==> config.mk <==
export PLATFORM = sky130hd
export DESIGN_NAME = csa_pipelined_adder
export DESIGN_NICKNAME = d
export VERILOG_FILES = /design/src/rtl/csa_pipelined_adder.sv
export SDC_FILE = /design/constraint.sdc
export NUM_CORES = 1
export LEC_CHECK = 0
export ABC_CLOCK_PERIOD_IN_PS = 5480
export CORE_ASPECT_RATIO = 1.25
export CORE_MARGIN = 4
export CORE_UTILIZATION = 51
export DETAILED_ROUTE_END_ITERATION = 7
export GPL_TIMING_DRIVEN = 0
export PLACE_DENSITY = 0.81
export SYNTH_ARGS = -nofsm -noshare
export SYNTH_HDL_FRONTEND = slang
export SYNTH_SLANG_ARGS = --single-unit
export TNS_END_PERCENT = 50
==> constraint.sdc <==
create_clock -name clk -period 5.48 [get_ports clk]
set_input_delay 1.096 -clock clk [delete_from_list [all_inputs] [get_ports clk]]
set_output_delay 1.096 -clock clk [all_outputs]
set_load 0.05 [all_outputs]
==> src/rtl/csa_pipelined_adder.sv <==
// -----------------------------------------------------------------------------
// csa_pipelined_adder
//
// Pipelined carry-select adder/subtractor with a valid/ready stream interface.
// The WIDTH-bit operands are split into NB = WIDTH/BLOCK blocks. Each pipeline
// stage evaluates BLOCKS_PER_STAGE consecutive blocks, so the pipeline has
// STAGES = NB/BLOCKS_PER_STAGE stages and a latency of STAGES cycles.
//
// Inside a stage the first block is a plain ripple-carry adder fed by the
// carry registered in the previous stage (stage 0: the input carry). Every
// further block precomputes both possible sums and selects one with the
// carry of the block below it.
//
// Subtraction is A + ~B + 1. The operand inversion and the forced carry-in
// are applied once, in front of stage 0.
//
// Handshake: a beat moves on an interface in a cycle where valid and ready
// are both high at the rising edge. The producer holds its payload stable
// while valid is high and ready is low. in_ready does not depend on
// in_valid. out_valid, S, Cout and V come straight from the last stage
// register. A single global stall (out_valid & ~out_ready) freezes every
// stage at once, so bubbles are not compressed.
//
// Ports:
//   clk        clock, all state changes on the rising edge
//   rst_n      synchronous active-low reset; discards everything in flight
//   in_valid   operands present on A/B/Cin/Sub
//   in_ready   stage 0 accepts this cycle (low during reset and stall)
//   A, B       operands, WIDTH bits
//   Cin        carry in, ignored when Sub = 1
//   Sub        0: S = A + B + Cin, 1: S = A - B
//   out_valid  result present on S/Cout/V
//   out_ready  consumer accepts the result
//   S          sum/difference modulo 2^WIDTH
//   Cout       carry out of the MSB (for Sub, 1 means no borrow)
//   V          two's-complement overflow (carry into MSB xor Cout)
// -----------------------------------------------------------------------------
module csa_pipelined_adder #(
    parameter int WIDTH            = 32,
    parameter int BLOCK            = 8,
    parameter int BLOCKS_PER_STAGE = 2
) (
    input  logic             clk,
    input  logic             rst_n,
    input  logic             in_valid,
    output logic             in_ready,
    input  logic [WIDTH-1:0] A,
    input  logic [WIDTH-1:0] B,
    input  logic             Cin,
    input  logic             Sub,
    output logic             out_valid,
    input  logic             out_ready,
    output logic [WIDTH-1:0] S,
    output logic             Cout,
    output logic             V
);

    localparam int NB     = WIDTH / BLOCK;
    localparam int STAGES = NB / BLOCKS_PER_STAGE;
    localparam int SW     = BLOCK * BLOCKS_PER_STAGE;   // bits per stage

    logic             stall;
    logic [WIDTH-1:0] bx;
    logic             c0;

    // Operand transform for subtraction; Cin is ignored when Sub = 1.
    assign bx = Sub ? ~B : B;
    assign c0 = Sub | Cin;

    assign stall    = out_valid & ~out_ready;
    assign in_ready = rst_n & ~stall;

    for (genvar k = 0; k < STAGES; k++) begin : g_stage
        localparam int LO = k * SW;   // lowest bit owned by this stage

        // Stage inputs (from the ports for stage 0, else from stage k-1).
        logic [SW-1:0]             a_s;
        logic [SW-1:0]             b_s;
        logic                      c_in;
        logic                      v_in;
        logic [SW-1:0]             slice_sum;
        logic [BLOCKS_PER_STAGE:0] c;          // carry between blocks
        logic [LO+SW-1:0]          sum_next;

        // Stage register: valid, sum bits so far, carry out of this stage.
        logic                      valid_q;
        logic                      carry_q;
        logic [LO+SW-1:0]          sum_q;

        if (k == 0) begin : g_src
            assign a_s      = A[SW-1:0];
            assign b_s      = bx[SW-1:0];
            assign c_in     = c0;
            assign v_in     = in_valid;
            assign sum_next = slice_sum;
        end else begin : g_src
            assign a_s      = g_stage[k-1].g_ops.a_q[LO +: SW];
            assign b_s      = g_stage[k-1].g_ops.b_q[LO +: SW];
            assign c_in     = g_stage[k-1].carry_q;
            assign v_in     = g_stage[k-1].valid_q;
            assign sum_next = {slice_sum, g_stage[k-1].sum_q};
        end

        assign c[0] = c_in;

        for (genvar j = 0; j < BLOCKS_PER_STAGE; j++) begin : g_blk
            logic [BLOCK-1:0] a_b;
            logic [BLOCK-1:0] b_b;

            assign a_b = a_s[j*BLOCK +: BLOCK];
            assign b_b = b_s[j*BLOCK +: BLOCK];

            if (j == 0) begin : g_rca
                // Carry into this block is already settled (register or c0).
                logic [BLOCK:0] r;
                assign r = {1'b0, a_b} + {1'b0, b_b} + {{BLOCK{1'b0}}, c[0]};
                assign slice_sum[j*BLOCK +: BLOCK] = r[BLOCK-1:0];
                assign c[j+1] = r[BLOCK];
            end else begin : g_csel
                // Both outcomes are ready before the lower carry arrives.
                logic [BLOCK:0] r0;
                logic [BLOCK:0] r1;
                assign r0 = {1'b0, a_b} + {1'b0, b_b};
                assign r1 = {1'b0, a_b} + {1'b0, b_b} + {{BLOCK{1'b0}}, 1'b1};
                assign slice_sum[j*BLOCK +: BLOCK] = c[j] ? r1[BLOCK-1:0] : r0[BLOCK-1:0];
                assign c[j+1] = c[j] ? r1[BLOCK] : r0[BLOCK];
            end
        end

        always_ff @(posedge clk) begin
            if (!rst_n) begin
                valid_q <= 1'b0;
                carry_q <= 1'b0;
                sum_q   <= '0;
            end else if (!stall) begin
                valid_q <= v_in;
                carry_q <= c[BLOCKS_PER_STAGE];
                sum_q   <= sum_next;
            end
        end

        if (k < STAGES - 1) begin : g_ops
            // Operand slices not yet added travel alongside the partial sum.
            logic [WIDTH-1:LO+SW] a_up;
            logic [WIDTH-1:LO+SW] b_up;
            logic [WIDTH-1:LO+SW] a_q;
            logic [WIDTH-1:LO+SW] b_q;

            if (k == 0) begin : g_up
                assign a_up = A[WIDTH-1:SW];
                assign b_up = bx[WIDTH-1:SW];
            end else begin : g_up
                assign a_up = g_stage[k-1].g_ops.a_q[WIDTH-1:LO+SW];
                assign b_up = g_stage[k-1].g_ops.b_q[WIDTH-1:LO+SW];
            end

            // Pure datapath: contents are qualified by valid_q.
            always_ff @(posedge clk) begin
                if (!stall) begin
                    a_q <= a_up;
                    b_q <= b_up;
                end
            end
        end else begin : g_msb
            // The last stage owns the MSB, so the carry into it is recovered
            // from the MSB sum bit and its two operand bits.
            logic cmsb_next;
            logic cmsb_q;

            assign cmsb_next = slice_sum[SW-1] ^ a_s[SW-1] ^ b_s[SW-1];

            always_ff @(posedge clk) begin
                if (!rst_n) begin
                    cmsb_q <= 1'b0;
                end else if (!stall) begin
                    cmsb_q <= cmsb_next;
                end
            end
        end
    end

    assign out_valid = g_stage[STAGES-1].valid_q;
    assign S         = g_stage[STAGES-1].sum_q;
    assign Cout      = g_stage[STAGES-1].carry_q;
    assign V         = g_stage[STAGES-1].g_msb.cmsb_q ^ g_stage[STAGES-1].carry_q;

endmodule

==> impl_metrics.ini <==
[status]
run_status = finished clean

[setup_path]
crit_start = Sub
endpoint = g_stage[0].carry_q$_SDFFE_PN0N_
r2r_setup_slack_ns = 2.71
required_ns = 5.76
rr_startpoint = g_stage[0].carry_q$_SDFFE_PN0N_
worst_ep_arrival_time_ns = 4.85
crit_path_max_fanout = 10
rr_worst_depth = 11
crit_type = input pin to register
crit_path_start_kind = input pin
r2r-end = Cout$_SDFFE_PN0N_
worstSetupEndpointType = register

[synth]
async_flop_share_pct = 0
synth-edff-count = 32
synth_area_um2 = 4710
syn_area_per_cell_um2 = 9.57
synth_top_cell_by_area = dfxtp_1
ys_ff_latch = 85
ys_seq_area_share_pct = 42.9
ys_top_cells_by_area = dfxtp_1, edfxtp_1, ha_1
synth_top_cell_area_share_pct = 22.5
synth_warnings = 0
synth-main-ff-cell = dfxtp_1
syn_inst = 492
ys_types = 58
syn_nets = 600

[pwr]
p_total_mw = 1.99
power_density_nw_per_um2 = 325
power_frac_comb_pct = 37.5
clockPowerShare_pct = 22.7
p_switching_mw = 0.699
pwr-share-seq_pct = 39.8
p_leak_nw = 2.42
p_int_mw = 1.29
ir_drop_uv = 235
swShare_pct = 35.2

[drt]
firstDrtPassIters = 5
drt-vias-per-instance = 5.34
drc_errors = 0
wl_per_cell_um = 15.3
ant_nets = 0
routed_wl_um = 11200
vias = 3906
drt_iter0_drc = 187

[timing]
hold_ws_ns = 0.451
fin_crit_ns = 4.57
setup_viol = 0
hold_violations = 0
slew_headroom_pct = 42.1
fin_skew_ns = 0.00950
worst_pin_slew_ns = 0.868
fin_crit_sh_pct = 83.4
setup_tns_ns = 0
rsz0062_at_grt = no
fmax_mhz = 219
slew_violations = 0

[clock_tree]
clock-sinks = 85
cts.clk_slew.worst_paths_ns = 0.08
ctsHoldBuffers = 0
root_buffer = clkbuf_8
tritoncts = built
post_cts_buffers = 0
h-tree-depth = 3
cts_buffer_depth = 2
cts-buffers-inserted = 9
cts_resized = 0
clk_latency_ns = 0.36

[job]
cap_violations = 0

[die]
core_area_um2 = 8840
chipHeight_um = 115
start_util_pct = 53.3
pin_count = 106
die-area_um2 = 10800
rows = 38
die_x_um = 94.0

[min_path]
hold_path.class = register to register

[place]
portBuffers = 104
placedCellCount = 717
routabilityCongestion = 0.847
dp_hpwl_um = 8500

[global_routing]
grt_max_degree = 40
grt_pass1_vias = 3824
grt-ovfl-total = 0
grt_first_pass_wirelength_um = 17400
antenna_found_initial = 0
grt_usage_pct = 20.6

[cells_and_area]
final_common_cell = clkdlybuf4s50_1
finalNonFillerCells = 732
area_growth_pct = 30.0
drive_above_1_share_pct = 4.74
fin_nets = 716
diodes = 0
mostFrequentLayoutCells = clkdlybuf4s50_1, nand2_1, dfxtp_1
## worst max-delay path, cell delays in order
cell and delay (ns):
clkbuf_1 0.45, clkbuf_1 0.62, xnor2_1 0.21, fa_1 0.46
fa_1 0.42, and2b_1 0.27, o31a_1 0.19, o32a_1 0.33
nand3_1 0.17, nor4_2 0.30, xnor2_1 0.12, a211oi_2 0.21
## metrics by stage
step	setup WS [ns]	cell area, um^2	util, %
2_1_floorplan	1.33	4710	-
3_3_place_gp	0.613	5900	66.7
3_5_place_dp	0.508	5920	67.0
4_1_cts	0.855	6120	69.2
5_1_grt	0.673	6120	69.2
6_report	0.908	6120	69.2
## layer usage
layer	GRT usage, %	wire [um]
met1	22.2	4360
met2	38.9	6000
met3	3.51	591
met4	9.06	226
met5	0	0
## synth_stat cells (2+ instances only)
| cell type | count |
|---|---|
| dfxtp_1 | 53 |
| o21bai_1 | 2 |
| nor2_1 | 36 |
| nand2_1 | 58 |
| nor3_1 | 6 |
| a211oi_2 | 3 |
| xor2_1 | 41 |
| ha_1 | 32 |
| o21a_1 | 8 |
| or3_1 | 6 |
| or2_1 | 3 |
| a21o_1 | 4 |
| inv_1 | 19 |
| buf_1 | 2 |
| a211oi_1 | 12 |
| edfxtp_1 | 32 |
| o21ai_1 | 8 |
| nand3_1 | 9 |
| clkbuf_1 | 18 |
| and3_1 | 2 |
| a21oi_1 | 43 |
| o21ai_0 | 22 |
| nor2b_1 | 5 |
| a22oi_1 | 2 |
| nand2b_1 | 5 |
| nand4_1 | 4 |
| fa_1 | 6 |
| o211ai_1 | 3 |
| xnor2_1 | 18 |
| a21boi_0 | 2 |
## area by class of cell
type | count | area (um^2)
clock inverter | 4 | 47.5
multi-input combinational | 366 | 2530
timing repair buffer | 105 | 1060
fill | 725 | 2720
tap | 120 | 150
inverter | 21 | 78.8
buffer | 20 | 76.3
clock buffer | 11 | 153
sequential | 85 | 2020
## registers in the layout (all words and copies together), names as in the netlist
name                  count
g_stage.valid_q           1
g_stage.carry_q           1
out_valid                 1
g_stage.g_msb.cmsb_q      1
g_stage.sum_q            16
S                        32
g_stage.g_ops.a_q        16
g_stage.g_ops.b_q        16
Cout                      1
## worst min path at each step
stage	startpoint	end	slack, ns	cells after the start
6_report	S[2]$_SDFFE_PN0N_	S[2]$_SDFFE_PN0N_	0.45	2
5_1_grt	S[2]$_SDFFE_PN0N_	S[2]$_SDFFE_PN0N_	0.47	2
4_1_cts	S[8]$_SDFFE_PN0N_	S[8]$_SDFFE_PN0N_	0.45	2
3_5_place_dp	S[2]$_SDFFE_PN0N_	S[2]$_SDFFE_PN0N_	0.44	2
3_3_place_gp	S[19]$_SDFFE_PN0N_	S[19]$_SDFFE_PN0N_	0.44	2
2_1_floorplan	g_stage[0].sum_q[3]$_SDFFE_PN0N_	g_stage[0].sum_q[3]$_SDFFE_PN0N_	0.43	2
## power by group through the flow
stage	clock [mW]	combinational, mW	sequential, mW
after floorplan	0	0.387	0.929
after global placement	0	0.719	0.801
after detailed placement	0	0.740	0.805
after CTS	0.458	0.747	0.791
after global routing	0.490	0.806	0.801
final	0.452	0.745	0.791
## cells by family after synthesis
kind of cell / after synthesis / share of synthesized area [%]
compound gates: 124 / 16.8
fa+ha+maj: 38 / 11.0
mux: 1 / 0.212
buf+inv: 41 / 3.27
xor+xnor: 61 / 11.7
flops: 85 / 42.9
simple gates: 142 / 14.1
Note: power is estimated with default switching activity, not from simulation.
